## src/rtl/cpu_bus_arbiter_if.sv

```systemverilog
// cpu_bus_arbiter_if: instruction/data requester ports and the shared system bus port of the arbiter
interface cpu_bus_arbiter_if;
  logic        i_inst_request;
  logic [31:0] i_inst_address;
  logic        o_inst_ready;
  logic [31:0] o_inst_rdata;
  logic        i_data_request;
  logic        i_data_rw;
  logic [31:0] i_data_address;
  logic [31:0] i_data_wdata;
  logic        o_data_ready;
  logic [31:0] o_data_rdata;
  logic        o_bus_request;
  logic        o_bus_rw;
  logic [31:0] o_bus_address;
  logic [31:0] o_bus_wdata;
  logic        i_bus_ready;
  logic [31:0] i_bus_rdata;
  logic        o_busy;
  modport master (
    input  i_inst_request, i_inst_address, i_data_request, i_data_rw, i_data_address, i_data_wdata,
    input  i_bus_ready, i_bus_rdata,
    output o_inst_ready, o_inst_rdata, o_data_ready, o_data_rdata,
    output o_bus_request, o_bus_rw, o_bus_address, o_bus_wdata, o_busy
  );
  modport slave (
    output i_inst_request, i_inst_address, i_data_request, i_data_rw, i_data_address, i_data_wdata,
    output i_bus_ready, i_bus_rdata,
    input  o_inst_ready, o_inst_rdata, o_data_ready, o_data_rdata,
    input  o_bus_request, o_bus_rw, o_bus_address, o_bus_wdata, o_busy
  );
endinterface

```

## src/rtl/cpu_bus_arbiter.sv

```systemverilog
// cpu_bus_arbiter: shares the memory bus between instruction and data sides with fixed priority and a starvation limit
module cpu_bus_arbiter #(
  parameter bit DATA_PRIORITY = 1'b1,
  parameter int STARVE_LIMIT  = 4
) (
  input logic               i_clock,
  input logic               i_reset,
  cpu_bus_arbiter_if.master bus
);
  localparam int CW = $clog2(STARVE_LIMIT + 1);
  typedef enum logic [1:0] {IDLE, GRANT_I, GRANT_D} state_t;
  state_t        state_q, state_d;
  logic [CW-1:0] cnt_q, cnt_d;
  logic          pri_req, oth_req, starve, gi, gd;
  state_t        pri_st, oth_st;
  assign pri_req = DATA_PRIORITY ? bus.i_data_request : bus.i_inst_request;
  assign oth_req = DATA_PRIORITY ? bus.i_inst_request : bus.i_data_request;
  assign pri_st  = DATA_PRIORITY ? GRANT_D : GRANT_I;
  assign oth_st  = DATA_PRIORITY ? GRANT_I : GRANT_D;
  assign starve  = cnt_q == CW'(STARVE_LIMIT);
  always_ff @(posedge i_clock or posedge i_reset)
    if (i_reset) begin
      state_q <= IDLE;
      cnt_q   <= '0;
    end else begin
      state_q <= state_d;
      cnt_q   <= cnt_d;
    end
  // the counter only counts contended priority wins, so it never passes the limit
  always_comb begin
    state_d = state_q;
    cnt_d   = cnt_q;
    if (state_q == IDLE) begin
      if (pri_req && oth_req) begin
        state_d = starve ? oth_st : pri_st;
        cnt_d   = starve ? '0 : cnt_q + CW'(1);
      end else if (pri_req) state_d = pri_st;
      else if (oth_req) state_d = oth_st;
    end else if (bus.i_bus_ready) state_d = IDLE;
  end
  assign gi = state_q == GRANT_I;
  assign gd = state_q == GRANT_D;
  assign bus.o_bus_request = gi | gd;
  assign bus.o_busy        = gi | gd;
  assign bus.o_bus_rw      = gd & bus.i_data_rw;
  assign bus.o_bus_address = gi ? bus.i_inst_address : gd ? bus.i_data_address : '0;
  assign bus.o_bus_wdata   = gd ? bus.i_data_wdata : '0;
  assign bus.o_inst_ready  = gi & bus.i_bus_ready;
  assign bus.o_data_ready  = gd & bus.i_bus_ready;
  assign bus.o_inst_rdata  = bus.o_inst_ready ? bus.i_bus_rdata : '0;
  assign bus.o_data_rdata  = bus.o_data_ready ? bus.i_bus_rdata : '0;
endmodule
```

## src/flat_wrapper.sv

```systemverilog
// flat-port wrapper written by rule: the top's interface ports become plain ports
module cpu_bus_arbiter_flat 
#(
  parameter bit DATA_PRIORITY = 1'b1,
  parameter int STARVE_LIMIT  = 4
)
  (i_clock, i_reset, bus_i_inst_request, bus_i_inst_address, bus_i_data_request, bus_i_data_rw, bus_i_data_address, bus_i_data_wdata, bus_i_bus_ready, bus_i_bus_rdata, bus_o_inst_ready, bus_o_inst_rdata, bus_o_data_ready, bus_o_data_rdata, bus_o_bus_request, bus_o_bus_rw, bus_o_bus_address, bus_o_bus_wdata, bus_o_busy);
  cpu_bus_arbiter_if bus_i ();
  input logic i_clock;
  input logic i_reset;
  input wire logic [$bits(bus_i.i_inst_request)-1:0] bus_i_inst_request;
  input wire logic [$bits(bus_i.i_inst_address)-1:0] bus_i_inst_address;
  input wire logic [$bits(bus_i.i_data_request)-1:0] bus_i_data_request;
  input wire logic [$bits(bus_i.i_data_rw)-1:0] bus_i_data_rw;
  input wire logic [$bits(bus_i.i_data_address)-1:0] bus_i_data_address;
  input wire logic [$bits(bus_i.i_data_wdata)-1:0] bus_i_data_wdata;
  input wire logic [$bits(bus_i.i_bus_ready)-1:0] bus_i_bus_ready;
  input wire logic [$bits(bus_i.i_bus_rdata)-1:0] bus_i_bus_rdata;
  output wire logic [$bits(bus_i.o_inst_ready)-1:0] bus_o_inst_ready;
  output wire logic [$bits(bus_i.o_inst_rdata)-1:0] bus_o_inst_rdata;
  output wire logic [$bits(bus_i.o_data_ready)-1:0] bus_o_data_ready;
  output wire logic [$bits(bus_i.o_data_rdata)-1:0] bus_o_data_rdata;
  output wire logic [$bits(bus_i.o_bus_request)-1:0] bus_o_bus_request;
  output wire logic [$bits(bus_i.o_bus_rw)-1:0] bus_o_bus_rw;
  output wire logic [$bits(bus_i.o_bus_address)-1:0] bus_o_bus_address;
  output wire logic [$bits(bus_i.o_bus_wdata)-1:0] bus_o_bus_wdata;
  output wire logic [$bits(bus_i.o_busy)-1:0] bus_o_busy;
  assign bus_i.i_inst_request = bus_i_inst_request;
  assign bus_i.i_inst_address = bus_i_inst_address;
  assign bus_i.i_data_request = bus_i_data_request;
  assign bus_i.i_data_rw = bus_i_data_rw;
  assign bus_i.i_data_address = bus_i_data_address;
  assign bus_i.i_data_wdata = bus_i_data_wdata;
  assign bus_i.i_bus_ready = bus_i_bus_ready;
  assign bus_i.i_bus_rdata = bus_i_bus_rdata;
  assign bus_o_inst_ready = bus_i.o_inst_ready;
  assign bus_o_inst_rdata = bus_i.o_inst_rdata;
  assign bus_o_data_ready = bus_i.o_data_ready;
  assign bus_o_data_rdata = bus_i.o_data_rdata;
  assign bus_o_bus_request = bus_i.o_bus_request;
  assign bus_o_bus_rw = bus_i.o_bus_rw;
  assign bus_o_bus_address = bus_i.o_bus_address;
  assign bus_o_bus_wdata = bus_i.o_bus_wdata;
  assign bus_o_busy = bus_i.o_busy;
  cpu_bus_arbiter #(.DATA_PRIORITY(DATA_PRIORITY), .STARVE_LIMIT(STARVE_LIMIT)) u_core (.i_clock(i_clock), .i_reset(i_reset), .bus(bus_i));
endmodule
```

## config.mk

```make
export PLATFORM = sky130hd
export DESIGN_NAME = cpu_bus_arbiter_flat
export DESIGN_NICKNAME = d
export VERILOG_FILES = /design/src/rtl/cpu_bus_arbiter_if.sv /design/src/rtl/cpu_bus_arbiter.sv /design/src/flat_wrapper.sv
export SDC_FILE = /design/constraint.sdc
export NUM_CORES = 1
export LEC_CHECK = 0
export ABC_AREA = 1
export CELL_PAD_IN_SITES_DETAIL_PLACEMENT = 1
export CELL_PAD_IN_SITES_GLOBAL_PLACEMENT = 1
export CORE_ASPECT_RATIO = 1.4
export CORE_UTILIZATION = 11
export CTS_BUF_LIST = sky130_fd_sc_hd__clkbuf_4 sky130_fd_sc_hd__clkbuf_8 sky130_fd_sc_hd__clkbuf_16
export DETAILED_ROUTE_END_ITERATION = 6
export PLACE_DENSITY_LB_ADDON = 0.1
export SYNTH_ARGS = -nofsm -noshare
export SYNTH_HDL_FRONTEND = slang
export SYNTH_SLANG_ARGS = --single-unit
export TNS_END_PERCENT = 1
```

## constraint.sdc

```tcl
create_clock -name i_clock -period 2.35 [get_ports i_clock]
set_input_delay 0.47 -clock i_clock [delete_from_list [all_inputs] [get_ports i_clock]]
set_output_delay 0.47 -clock i_clock [all_outputs]
set_load 0.02 [all_outputs]
```

==> flow_summary.toml <==
[critical_path]
crit_path_max_fanout = 33
cp_slowest_cell = "clkdlybuf4s50_1"
crit_buf_inv = 3
rr_startpoint = "u_core.state_q[0]$_DFFE_PP0P_"
reg2regPathDepth = 8
endpoint_kind = "output port"
worstPathArrival_ps = 1760
worst_ep_required_time_ps = 1880
path_class = "in -> out"
slowest_delay_ps = 510
path_cells = "clkdlybuf4s50_1, nand2_1, buf_12, nor2_1, dlygate4sd2_1"
r2r_end = "u_core.cnt_q[2]$_DFFE_PP0P_"
rrSetupSlack_ps = 930
path_delay_family = "buffers and inverters"
critPathLaunchType = "input port"

[pwr]
p_int_mw = 1.49
vdd_drop_max_v = 0.000578
pwr-share-seq_pct = 4.8
switchingPower_mw = 1.76
finalPower_mw = 3.25
switching_share_pct = 54.2
p_clk_share_pct = 9.0
combPwrFrac_pct = 86.2
power.density_mw_per_mm2 = 753
leakagePower_nw = 2.77

[global_route]
grt_pass1_vias = 2836
met3_usage_pct = 2.86
busiest_layer = "met2"
gr-usage-met1_pct = 14.0
grt_start_max_net_pins = 40
grt_pass1_wl_um = 15800
track_usage_pct = 14.5
grtUsageMet2_pct = 30.9
antenna_found_initial = 0
grt_overflow = 0

[drt]
wire_per_inst_um = 13.8
ant_nets = 0
drt_wl_total_um = 10500
vias = 2812
initialDrtViolationCount = 45
viasPerCell = 3.69
drc = 0
firstDrtPassIters = 4

[finish]
num-nets-final = 725
antenna_cells = 0
layout_common_cells = "clkdlybuf4s50_1 (135), dlygate4sd2_1 (131), nand2_1 (108)"
finish.utilization_pct = 33.2
instances_no_fill = 762
syn_to_final_growth_pct = 191
drive_gt1_share_pct = 3.60
layout_commonest_cell = "clkdlybuf4s50_1"

[place]
dp_worst_setup_slack_ps = -196
port_buffers = 266
dp_hpwl_um = 9070
gp_congestion = 0.754
dpl.cell_count = 758

[floorplan]
initial_core_util_pct = 11.4
pin_count = 267
die_area_mm2 = 0.0139
coreArea_mm2 = 0.0130
num_rows = 49
die_w_um = 100
die_height_um = 139

[yosys]
syn_avg_cell_area_um2 = 4.57
syn_nets = 464
ys_ff_latch = 5
synth_area_mm2 = 0.00148
yosys_warnings = 0
yosys.cell_types.count = 15
seq_area_frac_synth_pct = 8.45
synthCells = 324

[clock_network]
cts_hold_buf = 0
clkTransAtPathRegs_ps = 30
cts_tree = "done"
root_buffer = "clkbuf_16"
htree_levels = 1
insertion_delay_ps = 230
cts_made_buffers = 3
cts.sink_count = 5
cts_buffer_depth = 2

[timing]
fin_skew_ps = 2.04
setup_viol = 0
period_minus_slack_ps = 2230
hold_violations = 0
worstMarginPinSlew_ps = 265
maxSlewViolCount = 0
max_freq_mhz = 449
rsz0062_at_grt = "no"
setup_slack_ps = 124
slew_headroom_pct = 82.3
fin_crit_sh_pct = 94.7

[hold_path]
hold_class = "in -> async"

[outcome]
status = "finished, final reports clean"

[flow_run]
cap_violations = 0
[registers in the layout, indices dropped and copies added, names as in the netlist]
name            cells
u_core.state_q      2
u_core.cnt_q        3
[cells in the mapped netlist]
library cell	instances	area, um^2
buf_2	13	65.1
buf_4	7	52.6
clkbuf_1	1	3.75
dfrtp_1	5	125
ha_1	6	75.1
inv_1	74	278
inv_2	1	3.75
nand2_1	108	405
nand2_2	1	6.26
nand3_1	37	185
nand3b_1	1	7.51
nor2_1	64	240
nor2_2	1	6.26
o21ai_0	4	20.0
or2_2	1	6.26
[cells by family (layout without fill, tap and decap cells)]
family / after synthesis / count (layout) / synth area share [%]
buf+inv: 96 / 356 / 27.2
simple gates: 213 / 213 / 57.9
fa+ha+maj: 6 / 6 / 5.07
compound gates: 4 / 4 / 1.35
flops: 5 / 5 / 8.45
[how the worst max path moves through the flow]
stage / startpoint / to / slack [ps] / depth (start not counted)
floorplan: u_core.state_q[1]$_DFFE_PP0P_ / bus_o_inst_rdata[22] / 600 / 6
global placement: bus_i_bus_ready / bus_o_data_rdata[2] / -170 / 5
detailed placement: bus_i_bus_ready / bus_o_data_rdata[2] / -200 / 5
CTS: u_core.state_q[0]$_DFFE_PP0P_ / bus_o_data_rdata[2] / 80 / 6
global route: u_core.state_q[0]$_DFFE_PP0P_ / bus_o_data_rdata[2] / 10 / 6
finish: bus_i_bus_ready / bus_o_data_rdata[2] / 120 / 5
[timing repair]
item / 4_1_cts / 5_1_grt
gates resized for setup: 132 / 0
setup endpoints to repair: 131 / 0
setup buffers: 0 / 0
[metrics by stage]
stage	hold slack, ps	cell area (um^2)	TNS [ps]
detailed placement	537	4390	-7480
global placement	509	4390	-6040
CTS	459	4310	0
floorplan	249	1480	0
finish	450	4310	0
global route	473	4310	0
[power by group through the flow]
stage | Clock (mW) | Combinational, mW | Sequential (mW)
2_1_floorplan | 0 | 1.60 | 0.149
3_3_place_gp | 0 | 3.19 | 0.153
3_5_place_dp | 0 | 3.23 | 0.156
4_1_cts | 0.298 | 2.87 | 0.156
5_1_grt | 0.305 | 3.05 | 0.160
6_report | 0.293 | 2.80 | 0.155
[layout make-up]
class                           instances  area, um^2
Fill cell                            1705        8680
Timing Repair Buffer                  277        2640
Multi-Input combinational cell        223         957
Inverter                               75         282
Tap cell                              178         223
Sequential cell                         5         125
Clock buffer                            4        82.6
[metal layers]
metal	share of wire [%]	routed length, um	vias up
met5	0	0	-
met3	7.5	787	6
met4	0.65	68	0
met2	58	6160	119
met1	33	3510	1245
li1	-	-	1442
No activity file was read; power rests on OpenSTA's default activity.
